**src/rtl/prog_clock_divider_pkg.sv**
```systemverilog
// Shared constants, channel state type and divisor helpers for the programmable clock divider.
package clkdiv_pkg;
  localparam int DIV_MIN = 2;

  typedef enum logic {IDLE = 1'b0, RUN = 1'b1} ch_state_t;

  // Number of clk cycles q_p stays high in one period of divisor n.
  function automatic int unsigned half_of(input int unsigned n);
    return (n + 1) >> 1;
  endfunction
endpackage

```
**src/rtl/prog_clock_divider_if.sv**
```systemverilog
// Divisor reload port: valid/ready write of a divisor to one channel, plus sticky error flag.
interface prog_clock_divider_if #(
  parameter int NUM_CH = 4,
  parameter int DIV_W  = 8
);
  localparam int CH_W = (NUM_CH > 1) ? $clog2(NUM_CH) : 1;

  logic             cfg_valid;
  logic             cfg_ready;
  logic [CH_W-1:0]  cfg_ch;
  logic [DIV_W-1:0] cfg_div;
  logic             cfg_err;

  modport master (output cfg_valid, cfg_ch, cfg_div, input  cfg_ready, cfg_err);
  modport slave  (input  cfg_valid, cfg_ch, cfg_div, output cfg_ready, cfg_err);
endinterface

```
**src/rtl/prog_clock_divider_channel.sv**
```systemverilog
// One divider channel: period counter, run/idle state, pending divisor and 50%-duty output.
module clkdiv_channel
  import clkdiv_pkg::*;
#(
  parameter int DIV_W   = 8,
  parameter int DEF_DIV = 2
) (
  input  logic             clk,
  input  logic             rst,
  input  logic             en,
  input  logic             wr,
  input  logic [DIV_W-1:0] wr_div,
  output logic             pend,
  output logic             div_clk,
  output logic             tick
);
  ch_state_t        state;
  logic [DIV_W-1:0] cnt, div_cur, pend_div;
  logic [DIV_W:0]   half, cnt_nx;
  logic             q_p, q_n, bnd;

  assign half   = (DIV_W+1)'(half_of(32'(div_cur)));
  assign cnt_nx = {1'b0, cnt} + {{DIV_W{1'b0}}, 1'b1};
  assign tick   = (state == RUN) && (cnt == div_cur - DIV_W'(1));
  // Divisor may only change while stopped or on the last cycle of a period.
  assign bnd    = (state == IDLE) || tick;

  always_ff @(posedge clk or posedge rst) begin
    if (rst) begin
      state    <= IDLE;
      cnt      <= '0;
      q_p      <= 1'b0;
      div_cur  <= DIV_W'(DEF_DIV);
      pend_div <= DIV_W'(DEF_DIV);
      pend     <= 1'b0;
    end else begin
      if (bnd && pend) begin
        div_cur <= pend_div;
        pend    <= 1'b0;
      end
      // Writes are only accepted with pend clear, so this never overwrites an unconsumed divisor.
      if (wr) begin
        pend_div <= wr_div;
        pend     <= 1'b1;
      end
      case (state)
        IDLE: begin
          cnt <= '0;
          q_p <= en;
          if (en) state <= RUN;
        end
        RUN: begin
          if (tick) begin
            cnt <= '0;
            q_p <= en;
            if (!en) state <= IDLE;
          end else begin
            cnt <= cnt_nx[DIV_W-1:0];
            q_p <= (cnt_nx < half);
          end
        end
        default: state <= IDLE;
      endcase
    end
  end

  // Half-cycle delayed copy; ANDing it in trims odd-N high time to exactly N/2 cycles.
  always_ff @(negedge clk or posedge rst) begin
    if (rst) q_n <= 1'b0;
    else     q_n <= q_p;
  end

  assign div_clk = div_cur[0] ? (q_p & q_n) : q_p;
endmodule

```
**src/rtl/prog_clock_divider.sv**
```systemverilog
// Multi-channel programmable clock divider: cfg decode, ready mux and sticky error; channels do the rest.
module prog_clock_divider
  import clkdiv_pkg::*;
#(
  parameter int NUM_CH  = 4,
  parameter int DIV_W   = 8,
  parameter int DEF_DIV = 2
) (
  input  logic                clk,
  input  logic                rst,
  input  logic [NUM_CH-1:0]   en,
  prog_clock_divider_if.slave cfg,
  output logic [NUM_CH-1:0]   div_clk,
  output logic [NUM_CH-1:0]   tick
);
  localparam int CH_W = (NUM_CH > 1) ? $clog2(NUM_CH) : 1;

  logic [NUM_CH-1:0]      pend, wr;
  logic [(1<<CH_W)-1:0]   pend_ext;
  logic                   acc, legal;

  // Non-existent channels read as ready so an out-of-range write is accepted and flagged.
  always_comb begin
    pend_ext             = '0;
    pend_ext[NUM_CH-1:0] = pend;
  end

  assign cfg.cfg_ready = ~pend_ext[cfg.cfg_ch];
  assign acc           = cfg.cfg_valid & cfg.cfg_ready;
  assign legal         = (32'(cfg.cfg_ch) < NUM_CH) && (cfg.cfg_div >= DIV_W'(DIV_MIN));

  always_ff @(posedge clk or posedge rst) begin
    if (rst)               cfg.cfg_err <= 1'b0;
    else if (acc && !legal) cfg.cfg_err <= 1'b1;
  end

  for (genvar i = 0; i < NUM_CH; i++) begin : g_ch
    assign wr[i] = acc & legal & (cfg.cfg_ch == CH_W'(i));

    clkdiv_channel #(.DIV_W(DIV_W), .DEF_DIV(DEF_DIV)) u_ch (
      .clk     (clk),
      .rst     (rst),
      .en      (en[i]),
      .wr      (wr[i]),
      .wr_div  (cfg.cfg_div),
      .pend    (pend[i]),
      .div_clk (div_clk[i]),
      .tick    (tick[i])
    );
  end
endmodule

```
**src/flat_wrapper.sv**
```systemverilog
// flat-port wrapper written by rule: the top's interface ports become plain ports
module prog_clock_divider_flat import clkdiv_pkg::*;
#(
  parameter int NUM_CH  = 4,
  parameter int DIV_W   = 8,
  parameter int DEF_DIV = 2
)
  (clk, rst, en, div_clk, tick, cfg_cfg_valid, cfg_cfg_ch, cfg_cfg_div, cfg_cfg_ready, cfg_cfg_err);
  prog_clock_divider_if #(.NUM_CH(NUM_CH), .DIV_W(DIV_W)) cfg_i ();
  input  logic clk;
  input  logic rst;
  input  logic [NUM_CH-1:0] en;
  output logic [NUM_CH-1:0] div_clk;
  output logic [NUM_CH-1:0] tick;
  input wire logic [$bits(cfg_i.cfg_valid)-1:0] cfg_cfg_valid;
  input wire logic [$bits(cfg_i.cfg_ch)-1:0] cfg_cfg_ch;
  input wire logic [$bits(cfg_i.cfg_div)-1:0] cfg_cfg_div;
  output wire logic [$bits(cfg_i.cfg_ready)-1:0] cfg_cfg_ready;
  output wire logic [$bits(cfg_i.cfg_err)-1:0] cfg_cfg_err;
  assign cfg_i.cfg_valid = cfg_cfg_valid;
  assign cfg_i.cfg_ch = cfg_cfg_ch;
  assign cfg_i.cfg_div = cfg_cfg_div;
  assign cfg_cfg_ready = cfg_i.cfg_ready;
  assign cfg_cfg_err = cfg_i.cfg_err;
  prog_clock_divider #(.NUM_CH(NUM_CH), .DIV_W(DIV_W), .DEF_DIV(DEF_DIV)) u_core (.clk(clk), .rst(rst), .en(en), .cfg(cfg_i), .div_clk(div_clk), .tick(tick));
endmodule
```
**config.mk**
```make
export PLATFORM = sky130hd
export DESIGN_NAME = prog_clock_divider_flat
export DESIGN_NICKNAME = d
export VERILOG_FILES = /design/src/rtl/prog_clock_divider_pkg.sv /design/src/rtl/prog_clock_divider_if.sv /design/src/rtl/prog_clock_divider_channel.sv /design/src/rtl/prog_clock_divider.sv /design/src/flat_wrapper.sv
export SDC_FILE = /design/constraint.sdc
export NUM_CORES = 1
export LEC_CHECK = 0
export ABC_AREA = 1
export BUFFER_PORTS_ARGS = -buffer_cell sky130_fd_sc_hd__buf_4
export CORE_MARGIN = 3
export CORE_UTILIZATION = 63
export CTS_CLUSTER_SIZE = 20
export DETAILED_ROUTE_END_ITERATION = 7
export HOLD_SLACK_MARGIN = 0.02
export PLACE_DENSITY = 0.84
export SLEW_MARGIN = 20
export SYNTH_ARGS = -nofsm -noshare
export SYNTH_HDL_FRONTEND = slang
export SYNTH_SLANG_ARGS = --single-unit
```
**constraint.sdc**
```tcl
create_clock -name clk -period 4.74 [get_ports clk]
set_input_delay 0.948 -clock clk [delete_from_list [all_inputs] [get_ports clk]]
set_output_delay 0.948 -clock clk [all_outputs]
set_load 0.01 [all_outputs]
```
## Word level (Yosys, flattened, before mapping)

Cells that the tools add are included.

| word-level totals | value |
|---|---|
| logic and storage cells | 130 |
| input bits | 17 |
| output and inout port bits | 10 |
| bits in registers | 113 |

| operators by class | value |
|---|---|
| magnitude comparators | 6 |
| reductions and logical operators | 19 |
| eq/ne operators | 7 |
| multiplexer cells | 42 |
| bitwise logic cells | 15 |
| add/subtract/negate cells | 12 |

Operators by type and width:

| operator | count |
|---|---|
| $add A8 B1 Y9 const B | 8 |
| $pmux W8 S2 | 4 |
| $lt A9 B9 Y1 | 4 |
| $eq A8 B8 Y1 | 4 |
| $mux W8 | 4 |
| $sub A8 B1 Y8 const B | 4 |
| $mux W1 | 25 |
| $pmux W1 S2 | 8 |
| $and A1 B1 Y1 | 10 |
| $logic_and A1 B1 Y1 | 9 |
| $ge A8 B2 Y1 const B | 1 |
| $reduce_bool A2 Y1 | 4 |
| $not A1 Y1 | 5 |
| $eq A2 B2 Y1 const B | 2 |
| $logic_or A1 B1 Y1 | 4 |
| $lt A2 B3 Y1 const B | 1 |
| $bmux W1 S2 | 1 |
| $eq A2 B1 Y1 const B | 1 |
| $logic_not A2 Y1 | 1 |
| $logic_not A1 Y1 | 1 |

## Depth between registers and ports, before layout

| depth | value |
|---|---|
| word-level depth | 7 |
| depth in mapped cells | 15 |
| gate-level depth less buffers | 15 |

## Cells and area by module

Synthesis repeated with hierarchy kept, for this count alone.

| unflattened totals | value |
|---|---|
| cells, all modules | 935 |
| area, all modules | 7,485.9 um^2 |

By module, submodules not included:

| module | area an instance (um^2) | cells each | instances | sequential area each (um^2) |
|---|---|---|---|---|
| clkdiv_channel | 1,828.0 | 225 | 4 | 703.2 |
| prog_clock_divider | 173.9 | 35 | 1 | 25.0 |

==> qor.txt <==
status -> finished, final reports clean
synthesized area per cell -> 7.82 sq um
placed inst area -> 7450 sq um
Slowest-stage cell, CP -> dfrtn_1
Cell Area, Synth -> 7380 sq um
post-DP HPWL -> 10.5 mm
setup TNS -> 0 ps
yosys warns -> 0
Via Count -> 5974
Required @ worst endpoint -> 3790 ps
Critical Path Fanout Max -> 1
CP startpoint kind -> flip-flop
Mapped Cells -> 944
die height -> 114 microns
initial antenna violation count -> 0
# fillers -> 836
1st-iter DRT viols -> 448
Sw Ratio -> 0.224
Post-synth EDFFs -> 0
Hold Crit Depth -> 2
post-CTS resize count -> 0
Final setup viols -> 0
pin count of the biggest net entering global routing -> 59
slew margin rel. -> 0.522
hold_buf cts -> 0
I/O pins -> 27
GPL Wtd Cong -> 0.880
Post-Synth Simple-Gate Area -> 0.307
Post-CTS Setup Inserts -> 0
nature of the critical path endpoint -> output pin
root buffer cell -> clkbuf_16
Top FF cell, synth -> dfrtp_1
Netlist cell types -> 41
Sequential Area -> 2840 sq um
Flop pwr share -> 0.440
clock slew at the register clock pins of the worst setup and hold paths -> 60 ps
Combinational Power Share -> 0.048
CP Class -> reg2out
Compound-Gate Fraction of Synth Area -> 0.0508
slew at the pin closest to its max-slew limit -> 717 ps
core area -> 11100 sq um
syn nets -> 1001
pwr/cell area -> 304 nW/um^2
first-pass GRT wire length -> 26.6 mm
Initial DRT Pass Iterations -> 7
Switch Pwr -> 0.547 mW
Final #Nets -> 1009
Multi-input gate area -> 3740 sq um
commonest non-fill, non-tap cell in the layout -> nand2_1
main area contributors after synthesis -> dfrtp_1 (34%), nand2_1 (13%), ha_1 (6.8%)
total track usage -> 0.255
xor/xnor share of the synthesized area -> 0.0819
Final Cell Area -> 8040 sq um
DRC Markers -> 0
initial core utilization -> 0.664
mux cell area share after synthesis -> 0
vias in the first global route -> 5719
Reg2Reg Depth -> 0
I/O Buffers -> 26
unrepaired setup endpoints after global routing -> no
critical path's top delay family -> flip-flops
internal cell power -> 1.89 mW
FFs w/ async S/R, synth -> 1.00
largest area contributor in the netlist -> dfrtp_1
clk sinks -> 113
GRT overflow -> 0
TritonCTS clock tree -> yes
register bit total from synthesis -> 113
worst vdd ir -> 0.000306 V
cell count along the critical path -> 2
clock latency on the worst-skew pair -> 410 ps
Avg WL per Cell -> 14.0 microns
Post-Synth Adder-Cell Area -> 0.0678
largest family of logic cells by synthesized area -> simple AND/OR/NAND/NOR gates
Pleak -> 4.25 nW
antenna viol nets, final -> 0
worst-path cell chain -> o21a_1 > buf_4
Max Cap Violations -> 0
slowest stage delay, CP -> 330 ps
diodes inserted -> 0
Die ar. -> 13100 sq um
worst hold path class -> reg2reg
H-tree levels -> 4
Buf/Inv on CP -> 1
Post-Route WL -> 15.4 mm
max-slew violations -> 0
CTS max path bufs -> 2
final hold violation count -> 0
num rows -> 38
P&R area growth vs syn -> 8.88%
crit path DAT -> 3400 ps
share of layout cells above drive strength 1 -> 0.124
die width -> 114 microns
Post-Route Skew -> 22.7 ps
Clk pwr share -> 0.512
Via-to-Cell Ratio -> 5.41
post-synthesis sequential area ratio -> 0.384
Yosys top cell area share -> 0.342
total CTS buffers -> 17
most frequent cells in the layout -> nand2_1 (246), inv_1 (117), dfrtp_1 (101), nor2_1 (91), nand3_1 (82)
[per-stage QoR]
step	setup WS (ps)	hold slack, ps	cells	utilization	power, mW
2_1_floorplan	158	451	944	-	1.16
3_3_place_gp	800	463	1073	0.670	1.20
3_5_place_dp	786	467	1073	0.670	1.20
4_1_cts	375	480	1105	0.722	2.45
5_1_grt	355	503	1105	0.722	2.53
6_report	392	479	1105	0.722	2.44
[metal layers]
layer / GRT usage / up-vias / part of all wire
li1: - / 2969 / -
met1: 0.351 / 2800 / 0.46
met2: 0.401 / 173 / 0.47
met3: 0.0592 / 32 / 0.055
met4: 0.0855 / 0 / 0.019
met5: 0 / - / 0
[power by group through the flow]
stage	clock (mW)	combinational (mW)	sequential [mW]
floorplan	0	0.0817	1.08
global placement	0	0.111	1.09
detailed placement	0	0.117	1.09
CTS	1.26	0.119	1.07
global route	1.31	0.135	1.08
finish	1.25	0.117	1.07
[cells in the mapped netlist (2+ instances only)]
library cell    n
dfrtp_1       101
dfstp_2         8
nor2_2          6
ha_1           40
buf_6          12
o21bai_1        2
nand3_1        82
nor2_4          7
a21oi_1        12
inv_1         118
nand4_1        10
o21ai_1        32
clkbuf_1        2
nand3b_1        6
xnor2_1        21
nor2_1         91
nand2_1       246
o21a_1          8
nand2_2         9
nand2_4         5
buf_4          14
o21ai_0         7
o211ai_1        4
xor2_1         48
buf_2           9
dfrtn_1         4
nand3_2         9
inv_2           9
nand3b_4        3
nor3_1          8
[final timing paths]
kind	startpoint	endpoint	slack, ps
setup / recovery	u_core.g_ch[1].u_ch.q_n	div_clk[1]	390
hold / removal	u_core.g_ch[1].u_ch.pend_div[1]	u_core.g_ch[1].u_ch.pend_div[1]	480
setup reg to reg	u_core.g_ch[1].u_ch.q_p	u_core.g_ch[1].u_ch.q_n	1800
hold reg to reg	u_core.g_ch[1].u_ch.pend_div[1]	u_core.g_ch[1].u_ch.pend_div[1]	480
max in group asynchronous	rst	u_core.g_ch[2].u_ch.q_n	1670
min in group asynchronous	rst	u_core.g_ch[0].u_ch.cnt[3]	520
[cell type report]
type | instances | share of cell area
Clock buffer | 23 | 0.0595
Clock inverter | 9 | 0.0132
Inverter | 128 | 0.0606
Multi-Input combinational cell | 664 | 0.466
Sequential cell | 113 | 0.353
Tap cell | 140 | 0.0218
Timing Repair Buffer | 28 | 0.0262
[kinds of logic (layout without fill, tap and decap cells)]
| kind of cell | Yosys count | in the layout |
|---|---|---|
| compound gates | 67 | 67 |
| buf+inv | 167 | 188 |
| fa+ha+maj | 40 | 40 |
| xor+xnor | 69 | 69 |
| simple gates | 488 | 488 |
| flops | 113 | 113 |
[sequential cells by signal, indices dropped and copies added (netlist names)]
register and cells:
u_core.g_ch.u_ch.div_cur 32, u_core.g_ch.u_ch.pend_div 32, u_core.cfg.cfg_err 1, u_core.g_ch.u_ch.q_n 4, u_core.g_ch.u_ch.state 4, u_core.g_ch.u_ch.cnt 32, u_core.g_ch.u_ch.q_p 4, u_core.g_ch.u_ch.pend 4
No activity file was read; power rests on OpenSTA's default activity.
